===== config.mk =====
export PLATFORM = sky130hd
export DESIGN_NAME = duty_button_ctrl
export DESIGN_NICKNAME = d
export VERILOG_FILES = /design/src/rtl/duty_button_ctrl.sv
export SDC_FILE = /design/constraint.sdc
export NUM_CORES = 1
export LEC_CHECK = 0
export CAP_MARGIN = 20
export CORE_ASPECT_RATIO = 0.8
export CORE_MARGIN = 5
export CORE_UTILIZATION = 59
export CTS_CLUSTER_DIAMETER = 50
export DETAILED_ROUTE_END_ITERATION = 10
export PLACE_DENSITY_LB_ADDON = 0.1
export SYNTH_ARGS = -nofsm -noshare
export SYNTH_HDL_FRONTEND = slang
export SYNTH_SLANG_ARGS = --single-unit

===== constraint.sdc =====
create_clock -name clk -period 2.3 [get_ports clk]
set_clock_uncertainty 0.15 [all_clocks]
set_input_delay 0.575 -clock clk [delete_from_list [all_inputs] [get_ports clk]]
set_output_delay 0.575 -clock clk [all_outputs]
set_load 0.05 [all_outputs]

===== src/rtl/duty_button_ctrl.sv =====
// Button front end for the PWM block: sync, debounce and arbitrate two buttons into duty strobes.
// Define DUTY_BTN_AUTO_REPEAT_EN to add auto-repeat while a single button is held.
module duty_button_ctrl #(
  parameter int unsigned SYNC_STAGES     = 2,
  parameter int unsigned DEBOUNCE_CYCLES = 16,
  parameter int unsigned REPEAT_DELAY    = 1000,
  parameter int unsigned REPEAT_RATE     = 250,
  parameter int unsigned CNT_W           = 16
) (
  input  logic clk,
  input  logic rst_n,
  input  logic en,
  input  logic btn_up,
  input  logic btn_dn,
  output logic duty_inc,
  output logic duty_dec,
  output logic up_db,
  output logic dn_db,
  output logic locked
);

  if (SYNC_STAGES < 2 || DEBOUNCE_CYCLES < 1 || REPEAT_DELAY < 1 || REPEAT_RATE < 1 ||
      CNT_W < 1 || CNT_W > 31 || (64'(DEBOUNCE_CYCLES) >> CNT_W) != 0 ||
      (64'(REPEAT_DELAY) >> CNT_W) != 0 || (64'(REPEAT_RATE) >> CNT_W) != 0) begin : g_param_check
    $error("duty_button_ctrl: invalid parameter set");
  end

  localparam logic [CNT_W-1:0] DbLast = CNT_W'(DEBOUNCE_CYCLES - 1);

  typedef enum logic [1:0] {StIdle, StHoldUp, StHoldDn, StLock} state_e;

  logic [SYNC_STAGES-1:0]   up_sync_q, dn_sync_q;
  logic [1:0]               sync_lvl;
  logic [1:0]               db_q, db_prev_q;
  logic [1:0][CNT_W-1:0]    db_cnt_q;
  logic [1:0]               press, rel;
  state_e                   state_q;
  logic                     inc_q, dec_q, locked_q;
  logic                     rep_fire;

  always_ff @(posedge clk or negedge rst_n) begin
    if (!rst_n) begin
      up_sync_q <= '0;
      dn_sync_q <= '0;
    end else begin
      up_sync_q <= {up_sync_q[SYNC_STAGES-2:0], btn_up};
      dn_sync_q <= {dn_sync_q[SYNC_STAGES-2:0], btn_dn};
    end
  end

  assign sync_lvl = {dn_sync_q[SYNC_STAGES-1], up_sync_q[SYNC_STAGES-1]};

  // Index 0 is the up button, index 1 the down button.
  always_ff @(posedge clk or negedge rst_n) begin
    if (!rst_n) begin
      db_q      <= '0;
      db_prev_q <= '0;
      db_cnt_q  <= '0;
    end else begin
      db_prev_q <= db_q;
      for (int i = 0; i < 2; i++) begin
        if (sync_lvl[i] == db_q[i]) begin
          db_cnt_q[i] <= '0;
        end else if (db_cnt_q[i] == DbLast) begin
          db_q[i]     <= ~db_q[i];
          db_cnt_q[i] <= '0;
        end else begin
          db_cnt_q[i] <= db_cnt_q[i] + 1'b1;
        end
      end
    end
  end

  assign press = db_q & ~db_prev_q;
  assign rel   = ~db_q & db_prev_q;

`ifdef DUTY_BTN_AUTO_REPEAT_EN
  localparam logic [CNT_W-1:0] DelayLast = CNT_W'(REPEAT_DELAY - 1);
  localparam logic [CNT_W-1:0] RateLast  = CNT_W'(REPEAT_RATE - 1);

  logic [CNT_W-1:0] rep_cnt_q;
  logic             rep_phase_q;
  logic             hold_stay;

  // True exactly when the FSM will remain in a hold state this cycle.
  assign hold_stay = en && ((state_q == StHoldUp && !press[1] && !rel[0]) ||
                            (state_q == StHoldDn && !press[0] && !rel[1]));
  assign rep_fire  = rep_cnt_q == (rep_phase_q ? RateLast : DelayLast);

  always_ff @(posedge clk or negedge rst_n) begin
    if (!rst_n) begin
      rep_cnt_q   <= '0;
      rep_phase_q <= 1'b0;
    end else if (hold_stay) begin
      if (rep_fire) begin
        rep_cnt_q   <= '0;
        rep_phase_q <= 1'b1;
      end else begin
        rep_cnt_q   <= rep_cnt_q + 1'b1;
      end
    end else begin
      rep_cnt_q   <= '0;
      rep_phase_q <= 1'b0;
    end
  end
`else
  assign rep_fire = 1'b0;
`endif

  always_ff @(posedge clk or negedge rst_n) begin
    if (!rst_n) begin
      state_q  <= StIdle;
      inc_q    <= 1'b0;
      dec_q    <= 1'b0;
      locked_q <= 1'b0;
    end else begin
      inc_q <= 1'b0;
      dec_q <= 1'b0;
      if (!en) begin
        state_q  <= StIdle;
        locked_q <= 1'b0;
      end else begin
        unique case (state_q)
          StIdle: begin
            // A press while the other button is down (or pressed together) is ambiguous.
            if ((press[0] && db_q[1]) || (press[1] && db_q[0])) begin
              state_q  <= StLock;
              locked_q <= 1'b1;
            end else if (press[0]) begin
              state_q <= StHoldUp;
              inc_q   <= 1'b1;
            end else if (press[1]) begin
              state_q <= StHoldDn;
              dec_q   <= 1'b1;
            end
          end
          StHoldUp: begin
            if (press[1]) begin
              state_q  <= StLock;
              locked_q <= 1'b1;
            end else if (rel[0]) begin
              state_q <= StIdle;
            end else if (rep_fire) begin
              inc_q <= 1'b1;
            end
          end
          StHoldDn: begin
            if (press[0]) begin
              state_q  <= StLock;
              locked_q <= 1'b1;
            end else if (rel[1]) begin
              state_q <= StIdle;
            end else if (rep_fire) begin
              dec_q <= 1'b1;
            end
          end
          StLock: begin
            if (!db_q[0] && !db_q[1]) begin
              state_q  <= StIdle;
              locked_q <= 1'b0;
            end
          end
          default: begin
            state_q  <= StIdle;
            locked_q <= 1'b0;
          end
        endcase
      end
    end
  end

  assign duty_inc = inc_q;
  assign duty_dec = dec_q;
  assign up_db    = db_q[0];
  assign dn_db    = db_q[1];
  assign locked   = locked_q;

endmodule

==> results of run 1 <==
-- Yosys cell counts --
library cell / number
xnor2_1: 23
nor2b_1: 2
o31ai_1: 1
a211oi_1: 1
or2_1: 1
mux2_2: 2
nor2_1: 35
nand3_1: 12
o22ai_1: 1
nand2_1: 10
nand4_1: 5
clkbuf_1: 5
nand3_4: 1
a21oi_1: 5
ha_1: 2
nand2b_1: 1
o21a_1: 1
dfrtp_1: 45
nor4_1: 15
and3_1: 4
xor2_1: 6
o2bb2ai_1: 1
or4_1: 1
nand4_2: 2
o221ai_1: 1
a32oi_1: 1
or2_0: 1
nor3_1: 8
inv_1: 8
-- layer usage --
layer	wire length [um]	vias up	GRT usage, %
met5	0	-	0
li1	-	720	-
met1	1770	722	23.1
met3	125	2	4.90
met2	1690	30	25.6
met4	14	0	6.00
-- stage by stage --
| step | cell area (sq um) | cells | utilization (%) | total power [W] | hold WS [ns] |
|---|---|---|---|---|---|
| floorplan | 2060 | 201 | - | 0.000849 | 0.129 |
| global placement | 2190 | 249 | 64.3 | 0.000877 | 0.193 |
| detailed placement | 2190 | 249 | 64.3 | 0.000880 | 0.188 |
| CTS | 2300 | 257 | 67.6 | 0.00147 | 0.114 |
| global route | 2300 | 257 | 67.6 | 0.00152 | 0.137 |
| finish | 2300 | 257 | 67.6 | 0.00145 | 0.0982 |
-- sequential cells by signal, summed over array words and instances, names as in the netlist --
signal     flops
duty_inc       1
up_sync_q      2
duty_dec       1
db_prev_q      2
state_q        2
db_cnt_q      32
locked         1
dn_sync_q      2
db_q           2
-- kinds of logic after synthesis --
logic type,count (synthesis),share of synthesized area (%)
compound gates,12,3.89
xor+xnor,29,12.3
fa+ha+maj,2,1.22
buf+inv,13,2.37
flops,45,54.7
mux,2,1.09
simple gates,98,24.3
-- final timing paths --
path	startpoint	depth (start not counted)	slack [ns]	to
min in group clk	up_sync_q[0]	0	0.21	up_sync_q[1]
worst min-delay path	rst_n	1	0.1	db_cnt_q[13]
worst max-delay path	locked	1	0.11	locked
max in group asynchronous	rst_n	2	1.33	db_cnt_q[8]
worst min register to register	up_sync_q[0]	0	0.21	up_sync_q[1]
worst max register to register	db_cnt_q[16]	5	0.41	db_cnt_q[19]
-- power groups by stage --
stage	clock [W]	sequential, W	combinational, W
6_report	0.000583	0.000814	0.0000483
5_1_grt	0.000641	0.000816	0.0000575
4_1_cts	0.000607	0.000814	0.0000503
3_5_place_dp	0	0.000830	0.0000501
3_3_place_gp	0	0.000828	0.0000482
2_1_floorplan	0	0.000828	0.0000209
-- cell type report --
| cell class | count | share of cell area (%) |
|---|---|---|
| sequential | 45 | 49.0 |
| timing repair buffer | 11 | 4.14 |
| tap | 42 | 2.29 |
| multi-input combinational | 143 | 38.4 |
| clock buffer | 6 | 3.16 |
| clock inverter | 2 | 1.69 |
| inverter | 8 | 1.31 |
==> run_results.csv, run 1 <==
group,metric,value,unit
clock_tree,clkTransAtPathRegs,0.08,ns
sta,worst_pin_slew,0.519,ns
critical_path,cp_top_family,"buffers and inverters",
critical_path,cp_cell_sequence,"clkdlybuf4s50_1",
clock_tree,cts_num_sinks,45,
finish,multi_input_area,882,sq um
die,die_x,76.0,um
route,drc_errors,0,
outcome,status,"finished, final reports clean",
logic_synthesis,ys_seq_area_share,54.7,%
critical_path,crit_required,1.57,ns
grt,grt_pass1_wl,6630,um
clock_tree,post_cts_buffers,0,
placed_design,port_buffers,9,
sta,setup_ws,0.111,ns
critical_path,crit_buf_inv,1,
logic_synthesis,synth_cell_types,29,
grt,track_usage,16.9,%
logic_synthesis,synth_area_leader_cell,"dfrtp_1",
finish,most-common-layout-cells,"dfrtp_1, nor2_1, xnor2_1",
sta,hold_violations,0,
sta,fin_tns_setup,0,ns
route,drt_iter0_markers,97,
sta,finalCritPeriodShare,95.2,%
finish,fillerInstances,277,
clock_tree,htreeDepth,2,
finish,diodes,0,
logic_synthesis,syn_inst,201,
flow_run,cap_violations,0,
logic_synthesis,syn_area,2060,sq um
route,vias,1474,
placed_design,routabilityCongestion,0.899,
logic_synthesis,syn_area_per_cell,10.2,sq um
sta,fmax,0.457,GHz
sta,setup_viol,0,
placed_design,hpwl,2540,um
die,floorplan.initialDensity,60.5,%
clock_tree,clock_latency,0.29,ns
finish,fin_nets,221,
sta,finalMaxSlewViolations,0,
power_and_ir_drop,p_int,0.00115,W
critical_path,crit_path_end_kind,"primary output",
route,wl,3600,um
power_and_ir_drop,clkPwrFrac,40.4,%
grt,antenna_found_initial,0,
power_and_ir_drop,ir_drop,0.595,mV
die,die_h,62.8,um
route,avgViaCountPerCell,5.74,
clock_tree,clock_path_buffers,2,
logic_synthesis,synth-warning-count,0,
power_and_ir_drop,pwr-share-seq,56.3,%
logic_synthesis,synth.area.top_cells,"dfrtp_1, xnor2_1, nor2_1, nor4_1, nand3_1",
grt,grt-ovfl-total,0,
hold_path,hold_path.class,"in -> async",
logic_synthesis,syn_nets,208,
die,dieArea,4770,sq um
route,ant_nets,0,
sta,rsz0062_at_grt,"false",
clock_tree,hold_buffers,0,
clock_tree,cts_buffers,5,
clock_tree,cts_root_buf,"clkbuf_8",
finish,ff_latch_area,1130,sq um
die,coreArea,3400,sq um
grt,grt_max_degree,25,
logic_synthesis,ys_ff_latch,45,
sta,max-slew-margin-rel,65.4,%
critical_path,cp_max_fo,2,
finish,mostFrequentLayoutCell,"dfrtp_1",
critical_path,max_stage_delay,0.81,ns
finish,area_delta_synth_final,11.7,%
power_and_ir_drop,p_switching,0.000300,W
grt,grt_pass1_vias,1471,
power_and_ir_drop,p_comb_share,3.3,%
clock_tree,cts_tree,"built",
clock_tree,cts.repair.resized,0,
power_and_ir_drop,p_leak,0.941,nW
route,wire_per_inst,14.0,um
die,io_pins,10,
placed_design,preCtsSetupSlack,0.417,ns
critical_path,slowest_stage,"clkdlybuf4s50_1",
power_and_ir_drop,power_density,629,nW/um^2
power_and_ir_drop,swShare,20.8,%
die,rows,19,
critical_path,path_class,"reg -> out",
logic_synthesis,synth_top_area_share,54.7,%
critical_path,cp_data_arrival_time,1.46,ns
route,dr.pass1.iters,4,
finish,final_layout_size_suffix_gt1_share,7.91,%
critical_path,cp-start-kind,"flop",
sta,min_period,2.19,ns
(Power assumes the default switching activity.)
==> run 2, diff against run 1 <==
--- a/config.mk
+++ b/config.mk
@@ -9,7 +9,6 @@
 export CORE_ASPECT_RATIO = 0.8
 export CORE_MARGIN = 5
 export CORE_UTILIZATION = 59
-export CTS_CLUSTER_DIAMETER = 50
 export DETAILED_ROUTE_END_ITERATION = 10
 export PLACE_DENSITY_LB_ADDON = 0.1
 export SYNTH_ARGS = -nofsm -noshare
==> results of run 2 <==
Final layout, timing and power as in run 1 (identical DEF).
==> run 3, diff against run 2 <==
--- a/config.mk
+++ b/config.mk
@@ -11,6 +11,7 @@
 export CORE_UTILIZATION = 59
 export DETAILED_ROUTE_END_ITERATION = 10
 export PLACE_DENSITY_LB_ADDON = 0.1
+export RECOVER_POWER = 50
 export SYNTH_ARGS = -nofsm -noshare
 export SYNTH_HDL_FRONTEND = slang
 export SYNTH_SLANG_ARGS = --single-unit
==> run_results.csv, run 3 (synthesis gave the netlist of run 1 again) <==
group,metric,value,unit
outcome,status,"finished, final reports clean",
clock_tree,htreeDepth,2,
clock_tree,hold_buffers,0,
clock_tree,post_cts_buffers,0,
placed_design,routabilityCongestion,0.899,
clock_tree,cts_tree,"built",
power_and_ir_drop,swShare,20.8,%
critical_path,slowest_stage,"clkdlybuf4s50_1",
die,die_h,62.8,um
critical_path,reg2reg_to,"db_cnt_q[19]",
finish,largest_reg_flops,32,
sta,finalMaxSlewViolations,0,
hold_path,hold_path.class,"reg -> reg",
die,rows,19,
clock_tree,cts_buffers,5,
critical_path,cp_top_family,"buffers and inverters",
sta,fmax,0.457,GHz
sta,setup_viol,0,
power_and_ir_drop,power,0.00144,W
clock_tree,clock_latency,0.29,ns
power_and_ir_drop,p_comb_share,3.2,%
sta,hold_violations,0,
hold_path,hold_depth,0,
finish,postLayoutCellArea,2290,sq um
sta,worst_pin_slew,1.23,ns
die,coreArea,3400,sq um
die,floorplan.initialDensity,60.5,%
grt,antenna_found_initial,0,
finish,fin_nets,221,
grt,grt_max_degree,25,
route,dr.pass1.iters,4,
clock_tree,clkTransAtPathRegs,0.08,ns
clock_tree,cts.repair.resized,0,
hold_path,hold_path_end,"up_sync_q[1]",
route,drt_iter0_markers,97,
grt,track_usage,16.9,%
route,drc_errors,0,
power_and_ir_drop,power_density,630,nW/um^2
critical_path,max_stage_delay,0.81,ns
critical_path,cp-start-kind,"flop",
critical_path,cp_data_arrival_time,1.46,ns
grt,grt-ovfl-total,0,
clock_tree,clock_path_buffers,2,
sta,holdWs,0.212,ns
power_and_ir_drop,p_int,0.00114,W
sta,min_period,2.19,ns
placed_design,placed_area,2190,sq um
clock_tree,cts_num_sinks,45,
power_and_ir_drop,p_switching,0.000300,W
route,vias,1467,
critical_path,crit_required,1.57,ns
die,dieArea,4770,sq um
placed_design,port_buffers,9,
finish,diodes,0,
route,avgViaCountPerCell,5.71,
finish,area_delta_synth_final,11.3,%
clock_tree,cts_root_buf,"clkbuf_8",
finish,final_layout_size_suffix_gt1_share,6.98,%
hold_path,hold_start,"up_sync_q[0]",
finish,most-common-layout-cells,"dfrtp_1, nor2_1, xnor2_1",
placed_design,hpwl,2540,um
grt,grt_pass1_vias,1471,
power_and_ir_drop,ir_drop,0.595,mV
critical_path,crit_buf_inv,1,
critical_path,r2r_start,"db_cnt_q[16]",
sta,finalCritPeriodShare,95.2,%
finish,regMostFlops,"db_cnt_q",
power_and_ir_drop,pwr-share-seq,56.4,%
route,wl,3570,um
route,wire_per_inst,13.9,um
sta,max-slew-margin-rel,17.9,%
die,io_pins,10,
flow_run,cap_violations,0,
critical_path,reg2reg_depth,5,
critical_path,path_class,"reg -> out",
critical_path,crit_path_end_kind,"primary output",
power_and_ir_drop,clkPwrFrac,40.4,%
grt,grt_pass1_wl,6630,um
finish,mostFrequentLayoutCell,"dfrtp_1",
power_and_ir_drop,p_leak,0.935,nW
die,die_x,76.0,um
critical_path,cp_max_fo,2,
sta,fin_tns_setup,0,ns
critical_path,r2r_slack,0.41,ns
sta,rsz0062_at_grt,"false",
critical_path,cp_cell_sequence,"clkdlybuf4s50_1",
route,ant_nets,0,
## run 3: cell count changes in the layout (fill, tap and decap cells not counted)
cell             previous run  this run
buf_2                       1         0
clkbuf_2                    0         1
clkdlybuf4s50_1             6         4
clkbuf_1                    1         3
dlygate4sd3_1               0         2
buf_4                       4         2
## run 3: power groups by stage
stage          registers [W]  logic [W]  clock network, W
5_1_grt             0.000816  0.0000553          0.000641
4_1_cts             0.000814  0.0000503          0.000607
3_5_place_dp        0.000830  0.0000501                 0
3_3_place_gp        0.000828  0.0000482                 0
6_report            0.000814  0.0000460          0.000583
2_1_floorplan       0.000828  0.0000209                 0
## run 3: how the worst max path moves through the flow
stage,startpoint,cells after the start,to
CTS,locked,1,locked
floorplan,db_q[1],5,db_cnt_q[22]
global placement,locked,1,locked
detailed placement,db_cnt_q[16],5,db_cnt_q[19]
global route,locked,1,locked
finish,locked,1,locked
## run 3: stage by stage
stage                     std cells  util [%]  worst slack (ns)
after CTS                       257      67.6            0.0981
after global routing            257      67.4            0.0510
final                           257      67.4             0.111
after global placement          249      64.3             0.444
after floorplan                 201         -             0.462
after detailed placement        249      64.3             0.417
## run 3: metal layers
layer	vias to the layer above	GRT usage [%]	part of all wire (%)
met1	712	23.1	48
met4	0	6.00	0.39
met3	2	4.90	4.1
met5	-	0	0
met2	33	25.6	47
li1	720	-	-
## run 3: cell type report
cell class	instances	area (sq um)
Tap cell	42	52.6
Multi-Input combinational cell	143	882
Clock inverter	2	38.8
Fill cell	276	1110
Clock buffer	6	72.6
Sequential cell	45	1130
Inverter	8	30.0
Timing Repair Buffer	11	87.6
